[src/rtl/fsquare_seq.sv]
// fsquare_seq: sequential IEEE-754 square, out = x*x. The sign is always 0,
//   specials are bypassed, subnormal inputs and results flush to +0.
// Latency: normal operands give out_valid M+3 cycles after acceptance
//   (26 cycles single, 55 double). Specials give out_valid one cycle after acceptance.
// Backpressure: one operand in flight. in_ready is high only in IDLE. The result
//   holds in DONE until out_ready. out keeps the last result afterwards.
// Ports: clk, rst_n (async, active low); in_valid/in_ready/in1 operand handshake;
//   out_valid/out_ready/out result handshake.
// Build option: define FSQUARE_RNE_EN for round-to-nearest-even. Otherwise the
//   result is truncated. Latency is the same in both builds.

module fsquare_seq #(
  parameter int BUS_WIDTH = 64
) (
  input  logic                 clk,
  input  logic                 rst_n,
  input  logic                 in_valid,
  output logic                 in_ready,
  input  logic [BUS_WIDTH-1:0] in1,
  output logic                 out_valid,
  input  logic                 out_ready,
  output logic [BUS_WIDTH-1:0] out
);

  localparam int M    = (BUS_WIDTH == 64) ? 52 : 23;
  localparam int E    = (BUS_WIDTH == 64) ? 11 : 8;
  localparam int BIAS = (1 << (E - 1)) - 1;
  localparam int SW   = M + 1;          // significand width incl. hidden 1
  localparam int PW   = 2 * SW;         // product width
  localparam int CW   = $clog2(SW);     // multiplier bit counter width
  localparam int XW   = E + 2;          // signed exponent working width

  localparam logic [CW-1:0]        CNT_LAST = CW'(M);
  localparam logic [E-1:0]         EXP_ONES = '1;
  localparam logic [BUS_WIDTH-1:0] QNAN     = {1'b0, EXP_ONES, 1'b1, {(M-1){1'b0}}};
  localparam logic [BUS_WIDTH-1:0] PINF     = {1'b0, EXP_ONES, {M{1'b0}}};
  localparam logic signed [XW-1:0] BIAS_X   = XW'(BIAS);
  localparam logic signed [XW-1:0] EXP_MAX  = XW'((1 << E) - 1);
  localparam logic signed [XW-1:0] EXP_ZERO = '0;

  typedef enum logic [1:0] {IDLE, MUL, NORM, DONE} state_t;

  state_t               state_q, state_d;
  logic [E-1:0]         exp_q, exp_d;
  logic [PW-1:0]        mcand_q, mcand_d;   // multiplicand, shifts left each MUL cycle
  logic [SW-1:0]        mplier_q, mplier_d; // multiplier, LSB selects the add
  logic [PW-1:0]        acc_q, acc_d;
  logic [CW-1:0]        cnt_q, cnt_d;
  logic [BUS_WIDTH-1:0] out_q, out_d;

  logic [E-1:0]         in_exp;
  logic [M-1:0]         in_man;
  logic                 sign_unused;

  assign in_exp      = in1[BUS_WIDTH-2 -: E];
  assign in_man      = in1[M-1:0];
  // Squares are never negative, so the input sign plays no part.
  assign sign_unused = in1[BUS_WIDTH-1];

  // ---------------------------------------------------------------------
  // Normalise / round / range check of the finished product
  // ---------------------------------------------------------------------
  logic                    norm;
  logic [M-1:0]            man_t;
  logic                    guard;
  logic                    sticky;
  logic                    round_up;
  logic [M:0]              man_r;
  logic signed [XW-1:0]    exp_raw;
  logic signed [XW-1:0]    exp_f;
  logic [BUS_WIDTH-1:0]    norm_res;
`ifndef FSQUARE_RNE_EN
  logic                    trunc_unused;
`endif

  always_comb begin
    // The product of two values in [1,2) is in [1,4). The top bit decides whether
    // the binary point moves one place.
    norm = acc_q[PW-1];
    if (norm) begin
      man_t  = acc_q[PW-2 -: M];
      guard  = acc_q[M];
      sticky = |acc_q[M-1:0];
    end else begin
      man_t  = acc_q[PW-3 -: M];
      guard  = acc_q[M-1];
      sticky = |acc_q[M-2:0];
    end

`ifdef FSQUARE_RNE_EN
    // Round up above half, or at exactly half when that makes the LSB even.
    round_up = guard & (sticky | man_t[0]);
`else
    round_up     = 1'b0;
    trunc_unused = guard ^ sticky;
`endif

    exp_raw = $signed({1'b0, exp_q, 1'b0}) - BIAS_X
            + $signed({{(XW-1){1'b0}}, norm});
    man_r   = {1'b0, man_t} + {{M{1'b0}}, round_up};
    // A carry out of the mantissa leaves man_r[M-1:0] = 0, so only the exponent moves.
    exp_f   = exp_raw + $signed({{(XW-1){1'b0}}, man_r[M]});

    if (exp_f >= EXP_MAX) begin
      norm_res = PINF;
    end else if (exp_f <= EXP_ZERO) begin
      norm_res = '0;
    end else begin
      norm_res = {1'b0, exp_f[E-1:0], man_r[M-1:0]};
    end
  end

  // ---------------------------------------------------------------------
  // Control FSM and datapath next state
  // ---------------------------------------------------------------------
  always_comb begin
    state_d  = state_q;
    exp_d    = exp_q;
    mcand_d  = mcand_q;
    mplier_d = mplier_q;
    acc_d    = acc_q;
    cnt_d    = cnt_q;
    out_d    = out_q;

    case (state_q)
      IDLE: begin
        if (in_valid) begin
          if (in_exp == EXP_ONES) begin
            out_d   = (in_man != '0) ? QNAN : PINF;
            state_d = DONE;
          end else if (in_exp == '0) begin
            // Zero and subnormal operands flush to +0.
            out_d   = '0;
            state_d = DONE;
          end else begin
            exp_d    = in_exp;
            mcand_d  = {{SW{1'b0}}, 1'b1, in_man};
            mplier_d = {1'b1, in_man};
            acc_d    = '0;
            cnt_d    = '0;
            state_d  = MUL;
          end
        end
      end

      MUL: begin
        if (mplier_q[0]) begin
          acc_d = acc_q + mcand_q;
        end
        mcand_d  = mcand_q << 1;
        mplier_d = mplier_q >> 1;
        if (cnt_q == CNT_LAST) begin
          state_d = NORM;
        end else begin
          cnt_d = cnt_q + 1'b1;
        end
      end

      NORM: begin
        out_d   = norm_res;
        state_d = DONE;
      end

      DONE: begin
        if (out_ready) begin
          state_d = IDLE;
        end
      end

      default: state_d = IDLE;
    endcase
  end

  always_ff @(posedge clk or negedge rst_n) begin
    if (!rst_n) begin
      state_q  <= IDLE;
      exp_q    <= '0;
      mcand_q  <= '0;
      mplier_q <= '0;
      acc_q    <= '0;
      cnt_q    <= '0;
      out_q    <= '0;
    end else begin
      state_q  <= state_d;
      exp_q    <= exp_d;
      mcand_q  <= mcand_d;
      mplier_q <= mplier_d;
      acc_q    <= acc_d;
      cnt_q    <= cnt_d;
      out_q    <= out_d;
    end
  end

  assign in_ready  = (state_q == IDLE);
  assign out_valid = (state_q == DONE);
  assign out       = out_q;

endmodule

[config.mk]
export PLATFORM = sky130hd
export DESIGN_NAME = fsquare_seq
export DESIGN_NICKNAME = d
export VERILOG_FILES = /design/src/rtl/fsquare_seq.sv
export SDC_FILE = /design/constraint.sdc
export NUM_CORES = 1
export LEC_CHECK = 0
export ABC_AREA = 1
export BUFFER_PORTS_ARGS = -buffer_cell sky130_fd_sc_hd__buf_4
export CORE_MARGIN = 3
export CORE_UTILIZATION = 40
export DETAILED_ROUTE_END_ITERATION = 10
export PLACE_DENSITY = 0.62
export SETUP_SLACK_MARGIN = 0.15
export SYNTH_ARGS = -nofsm -noshare
export SYNTH_HDL_FRONTEND = slang
export SYNTH_SLANG_ARGS = --single-unit
[constraint.sdc]
create_clock -name clk -period 6.6 [get_ports clk]
set_input_delay 0.99 -clock clk [delete_from_list [all_inputs] [get_ports clk]]
set_output_delay 0.99 -clock clk [all_outputs]
set_load 0.005 [all_outputs]
==> Flow_metrics.wiki, run 1 <==
{| class="wikitable"
! Metric !! Value
|-
| Lkg Pwr || 16.4 nW
|-
| Number of remaining DRC errors || 0
|-
| Slowest cell on crit path || buf_4
|-
| Number of vias in the routed layout || 26800
|-
| Run status || complete, no violations
|-
| Commonest cells after routing, fill and taps aside || 1865 x nand2_1, 740 x inv_1, 366 x o21ai_0, 360 x nor2_1, 346 x dfrtp_1
|-
| Number of setup buffers added after CTS || 0
|-
| Sum of buffers and inverters on the critical path || 3
|-
| Vias in the first global route || 25300
|-
| Post-synth top area cell || dfrtp_1
|-
| Core footprint || 66200 um^2
|-
| Average wire per standard cell || 16.5 um
|-
| Top-level I/O count || 134
|-
| Post-synthesis area per instance || 6.06 um^2
|-
| Hpwl dp || 71700 um
|-
| Class of the tightest hold or removal check || in -> async
|-
| Start-to-end type of the worst setup path || reg -> reg
|-
| Number of fill cells in the layout || 7173
|-
| Max-cap check violation count || 0
|-
| Transition at the pin with the smallest max-transition slack || 1.18 ns
|-
| Most common library cell in the layout ignoring fill and taps || nand2_1
|-
| Final-report max-slew violation count || 0
|-
| Yosys Warn Count || 0
|-
| Flip-flop and latch count after synthesis || 347
|-
| Cells after DPL || 5336
|-
| Number of hold violations in the final report || 0
|-
| Worst-case vdd ir drop || 0.000327 V
|-
| Skew final || 0.0415 ns
|-
| Normalized max-slew margin || 0.213
|-
| Clk pin slew, worst setup/hold paths || 0.06 ns
|-
| Leading post-synthesis cells by cell area || dfrtp_1 32%, nand2_1 26%, inv_1 10%
|-
| Overall fraction of global-route tracks in use || 0.254
|-
| Maximum number of pins on one net before global-route repair || 140
|-
| Starting density of the core || 0.406
|-
| Overall overflow remaining after global route || 0
|-
| Sequential area share after synthesis || 0.323
|-
| Cells along the critical path || buf_4 -> ha_1 -> nand4_1 -> nor2_2 -> nand2_1 -> nand2_1 -> inv_1 -> nand2_1 -> nand2_2 -> nand2_4 -> buf_4 -> o21ai_2
|-
| Setup Total Neg Slack || 0 ns
|-
| Number of diodes || 0
|-
| Data required time of the worst path || 7.02 ns
|-
| Number of antenna violations at the first check in global routing || 3
|-
| Floorplan die width || 265 um
|-
| Worst-case reg-to-reg path depth || 12
|-
| Number of buffers added to fix hold violations after cts || 0
|-
| Initial DRC count || 1829
|-
| Cell class contributing the biggest share of worst-path delay || simple AND/OR/NAND/NOR gates
|-
| Number of standard cells after synthesis || 4437
|-
| Number of routed nets with antenna violations || 0
|-
| Startpoint types || register
|-
| Net count after synthesis || 4619
|-
| Clock Latency Late Sink || 0.59 ns
|-
| Clk Tree Root Cell || clkbuf_16
|-
| Final setup violation count || 0
|-
| Number of distinct library cell variants in the gate-level netlist after synthesis || 44
|-
| Number of buffers created by CTS || 43
|-
| Final cell count without fillers || 5415
|-
| Reg2Reg Launch Point || acc_q[105]
|-
| Buffer depth of the longest clock path || 3
|-
| Min Clock Period, post-route || 3.54 ns
|-
| Critical path capture point type || register
|-
| Arrival @ worst endpoint || 3.96 ns
|-
| Number of iterations in the first detailed-routing pass || 6
|-
| TritonCTS clock tree || yes
|-
| Power density over cell area || 373 nW/um^2
|-
| Crit path depth || 12
|-
| Total wirelength of the detailed-routed design || 89400 um
|-
| Die ar. || 70400 um^2
|-
| First-pass GRT wire length || 141000 um
|-
| Area growth from synthesis to layout || 11.8%
|-
| Worst-path maximum fanout || 58
|-
| GPL Wtd Cong || 1.01
|-
| Total clock sinks || 347
|-
| Fraction of synthesized cell area taken by the top area cell type || 0.323
|-
| Combined area of all synthesized cells || 26900 um^2
|-
| Post-cts resize count || 0
|-
| Count of buffers inserted at the top-level ports || 131
|-
| Net count reported at finish || 4699
|-
| Flop2flop setup slack || 3.06 ns
|-
| Share of cells above drive strength 1 || 0.0705
|-
| Placement row count || 94
|-
| Die H || 265 um
|-
| Share of the clock period used by the worst path after layout || 0.536
|-
| Reg-to-reg endpoint || out[47]
|-
| Unrepaired setup endpoints after global routing || false
|-
| Cell seen most often among critical-path stages || nand2_1
|-
| Level count of the clock H-tree || 2
|-
| Post-detailed-route via-to-cell ratio || 4.95
|-
| Delay of the slowest cell on the worst path || 0.63 ns
|-
| Fmax || 282 MHz
|}
==> state kept, by name, indices dropped and copies added, names as in the netlist <==
name / flops
mcand_q: 106
mplier_q: 53
state_q: 2
exp_q: 11
cnt_q: 6
out: 63
acc_q: 106
==> per-stage QoR <==
stage	cell area [um^2]	setup slack [ns]	util	hold WS (ns)	total power, W
floorplan	26900	4.24	-	0.442	0.00712
global placement	28600	2.62	0.432	0.459	0.00869
detailed placement	28600	2.60	0.432	0.460	0.00874
CTS	30100	3.07	0.454	0.444	0.0113
global route	30100	2.64	0.454	0.448	0.0122
finish	30100	3.06	0.454	0.393	0.0112
==> Yosys cell counts, drive strengths merged <==
library cell and count:
a211oi 1, a21oi 99, a22oi 1, and2 11, buf 59, clkbuf 58, conb 1, dfrtp 347
fa 1, ha 113, inv 747, nand2 1875, nand3 160, nand3b 3, nand4 23, nor2 369
nor3 28, nor4 17, o2111ai 1, o211ai 2, o21a 6, o21ai 476, o21bai 6, o22ai 2
xnor2 26, xor2 5
==> layer usage <==
layer / GRT usage / up-vias / part of all wire
met5: 0 / - / 0.00015
met4: 0.0806 / 2 / 0.032
met3: 0.0409 / 132 / 0.061
met2: 0.410 / 604 / 0.44
met1: 0.350 / 12300 / 0.47
li1: - / 13700 / -
==> kinds of logic after synthesis <==
logic type / Yosys count / share of synthesized area
adder cells (fa/ha/maj): 114 / 0.0533
AO/OA/AOI/OAI: 594 / 0.121
XOR/XNOR: 31 / 0.0101
buffers and inverters: 864 / 0.126
flip-flops: 347 / 0.323
other: 1 / 0.000139
AND/OR/NAND/NOR: 2486 / 0.366
==> cell type report <==
cell class	instances	area [um^2]	share of cell area
clock inverter	18	220	0.00732
tap	864	1080	0.0360
multi-input combinational	3226	14800	0.494
timing repair buffer	152	1170	0.0390
inverter	747	2810	0.0934
sequential	347	8680	0.289
clock buffer	61	1250	0.0417
==> report_power, final <==
group	internal (W)	switching [W]
Sequential	0.00273	0.000336
Clock	0.00146	0.00100
Combinational	0.00162	0.00406
Total	0.00581	0.00540
==> worst reg2reg max path, cell delays in order (launching register included) <==
cell and delay, ns:
dfrtp_2 0.36, buf_4 0.54, ha_1 0.37, nand4_1 0.17
nor2_2 0.16, nand2_1 0.08, nand2_1 0.08, inv_1 0.04
nand2_1 0.37, nand2_2 0.27, nand2_4 0.12, buf_4 0.63
o21ai_2 0.19
==> worst max-delay path by stage <==
| stage | start | endpoint |
|---|---|---|
| after CTS | acc_q[105] | out[0] |
| final | acc_q[105] | out[47] |
| after global routing | acc_q[105] | out[0] |
| after global placement | in1[57] | out[62] |
| after floorplan | acc_q[105] | out[10] |
| after detailed placement | in1[57] | out[62] |
Power figures use the tool's default switching activity.
==> run 2, diff against run 1 <==
==> constraint.sdc (replaced) <==
create_clock -name clk -period 3.68 [get_ports clk]
set_input_delay 0.552 -clock clk [delete_from_list [all_inputs] [get_ports clk]]
set_output_delay 0.552 -clock clk [all_outputs]
set_load 0.005 [all_outputs]
==> run 2 against run 1 <==
Compared with the run above:
- flip-flop and latch count unchanged
- critical path type unchanged
- final cell count up 0.18%
- clock power grew 80%
- largest power group unchanged
- register-to-register slack worse by 2.5 ns
- power increased by 81%
- sequential share of layout area decreased by 0.14 points
- critical path depth up 5
- the run now ends with hold timing left
- final area is 0.48% higher
==> Flow_metrics.wiki, run 2 (synthesized netlist as in run 1, its figures left out) <==
{| class="wikitable"
! Metric !! Value
|-
| Delay of the slowest cell on the worst path || 0.41 ns
|-
| Unrepaired setup endpoints after global routing || false
|-
| Most common library cell in the layout ignoring fill and taps || nand2_1
|-
| Number of setup buffers added after CTS || 0
|-
| Multi-input logic area || 14800 um^2
|-
| Floorplan die width || 265 um
|-
| Cells along the critical path || ha_1 -> inv_1 -> fa_1 -> inv_1 -> nand3_1 -> nand2_1 -> nand2_1 -> nand2_1 -> nand2_1 -> nand2_1 -> nand3_1 -> nand2_1 -> nand2_1 -> nand2_1 -> nand2_1 -> nand3_1 -> nand2_1
|-
| Number of vias in the routed layout || 26800
|-
| Clk pin slew, worst setup/hold paths || 0.06 ns
|-
| Reg2Reg Launch Point || mcand_q[0]
|-
| Final setup violation count || 0
|-
| Data required time of the worst path || 4.14 ns
|-
| Setup Total Neg Slack || 0 ns
|-
| Slowest cell on crit path || fa_1
|-
| Transition at the pin with the smallest max-transition slack || 0.752 ns
|-
| Area growth from synthesis to layout || 12.4%
|-
| Failing checks || hold timing
|-
| Start-to-end type of the worst setup path || reg -> reg
|-
| Reg-to-reg endpoint || acc_q[80]
|-
| Clk Tree Root Cell || clkbuf_16
|-
| Final-report max-slew violation count || 0
|-
| Net count reported at finish || 4712
|-
| Worst-path maximum fanout || 5
|-
| Cell class contributing the biggest share of worst-path delay || simple AND/OR/NAND/NOR gates
|-
| Max-cap check violation count || 0
|-
| Number of routed nets with antenna violations || 0
|-
| Core footprint || 66200 um^2
|-
| Pre-CTS setup slack || 0.588 ns
|-
| Initial DRC count || 1993
|-
| Seq. cell area || 8680 um^2
|-
| Flop2flop setup slack || 0.52 ns
|-
| Sum of buffers and inverters on the critical path || 2
|-
| Area of all placed cells without fillers || 30200 um^2
|-
| Maximum number of pins on one net before global-route repair || 154
|-
| Count of buffers inserted at the top-level ports || 131
|-
| Placement row count || 94
|-
| Vias in the first global route || 25500
|-
| Skew final || 0.0279 ns
|-
| Overall fraction of global-route tracks in use || 0.256
|-
| Critical path capture point type || register
|-
| Hpwl dp || 72800 um
|-
| Number of buffers created by CTS || 42
|-
| Level count of the clock H-tree || 2
|-
| Worst hold margin || -0.00931 ns
|-
| Power density over cell area || 671 nW/um^2
|-
| Worst-case vdd ir drop || 0.000534 V
|-
| Share of the clock period used by the worst path after layout || 0.859
|-
| Number of buffers added to fix hold violations after cts || 0
|-
| Average wire per standard cell || 16.6 um
|-
| Number of hold violations in the final report || 4
|-
| Cell area after placement || 28800 um^2
|-
| Number of fill cells in the layout || 7174
|-
| Arrival @ worst endpoint || 3.62 ns
|-
| Post-cts resize count || 0
|-
| Fmax || 316 MHz
|-
| GPL Wtd Cong || 1.05
|-
| Clock Latency Late Sink || 0.59 ns
|-
| Number of iterations in the first detailed-routing pass || 5
|-
| Number of diodes || 0
|-
| Worst-case reg-to-reg path depth || 17
|-
| Starting density of the core || 0.406
|-
| Number of antenna violations at the first check in global routing || 1
|-
| Cell seen most often among critical-path stages || nand2_1
|-
| Cells after DPL || 5350
|-
| Final cell count without fillers || 5425
|-
| Final worst setup slack || 0.520 ns
|-
| Total wirelength of the detailed-routed design || 89800 um
|-
| Overall overflow remaining after global route || 0
|-
| Die ar. || 70400 um^2
|-
| First-pass GRT wire length || 142000 um
|-
| Total clock sinks || 347
|-
| Commonest cells after routing, fill and taps aside || 1865 x nand2_1, 740 x inv_1, 366 x o21ai_0, 360 x nor2_1, 346 x dfrtp_1
|-
| TritonCTS clock tree || yes
|-
| Post-detailed-route via-to-cell ratio || 4.95
|-
| Run status || complete, but fails checks
|-
| Share of cells above drive strength 1 || 0.0732
|-
| Top-level I/O count || 134
|-
| Number of remaining DRC errors || 0
|-
| Normalized max-slew margin || 0.493
|-
| Buffer depth of the longest clock path || 3
|-
| Die H || 265 um
|-
| Class of the tightest hold or removal check || in -> async
|-
| Min Clock Period, post-route || 3.16 ns
|-
| Startpoint types || register
|-
| Lkg Pwr || 16.5 nW
|}
run 2: worst reg2reg max path: stages (launching register included):
cell     delay [ns]
dfrtp_1        0.36
ha_1           0.26
inv_1          0.08
fa_1           0.41
inv_1          0.19
nand3_1        0.10
nand2_1        0.19
nand2_1        0.07
nand2_1        0.26
nand2_1        0.09
nand2_1        0.16
nand3_1        0.09
nand2_1        0.30
nand2_1        0.21
nand2_1        0.11
nand2_1        0.05
nand3_1        0.06
nand2_1        0.05
run 2: how the worst max path moves through the flow:
stage	startpoint	endpoint	slack, ns	cells after the start
6_report	mcand_q[0]	acc_q[80]	0.52	17
5_1_grt	mcand_q[0]	acc_q[60]	0.32	17
4_1_cts	mcand_q[0]	acc_q[80]	0.55	17
3_5_place_dp	mcand_q[0]	acc_q[80]	0.59	17
3_3_place_gp	mcand_q[0]	acc_q[80]	0.60	17
2_1_floorplan	acc_q[105]	out[10]	1.32	15
run 2: layer usage:
layer  up-vias  GRT usage  wire length [um]
met3       153     0.0499              5690
li1      13800          -                 -
met4         0     0.0919              3440
met2       620      0.410             39300
met1     12300      0.345             41400
met5         -          0                 0
run 2: layout make-up:
class                   instances  share of cell area
well taps                     864              0.0358
multi-input cells            3226               0.491
inverters                     747              0.0930
flip-flops and latches        347               0.287
clock buffers                  58              0.0408
clock inverters                17             0.00729
repair buffers                166              0.0444
run 2: stage by stage:
step	utilization	power, W
after global placement	0.434	0.0157
after global routing	0.456	0.0220
after CTS	0.456	0.0203
after floorplan	-	0.0128
after detailed placement	0.434	0.0158
final	0.456	0.0203
run 2: power by group:
part	leakage (nW)	internal (W)	total, W	switching (W)
clock	0.715	0.00264	0.00443	0.00180
sequential	4.60	0.00490	0.00549	0.000599
combinational	11.2	0.00299	0.0103	0.00734
total	16.5	0.0105	0.0203	0.00974
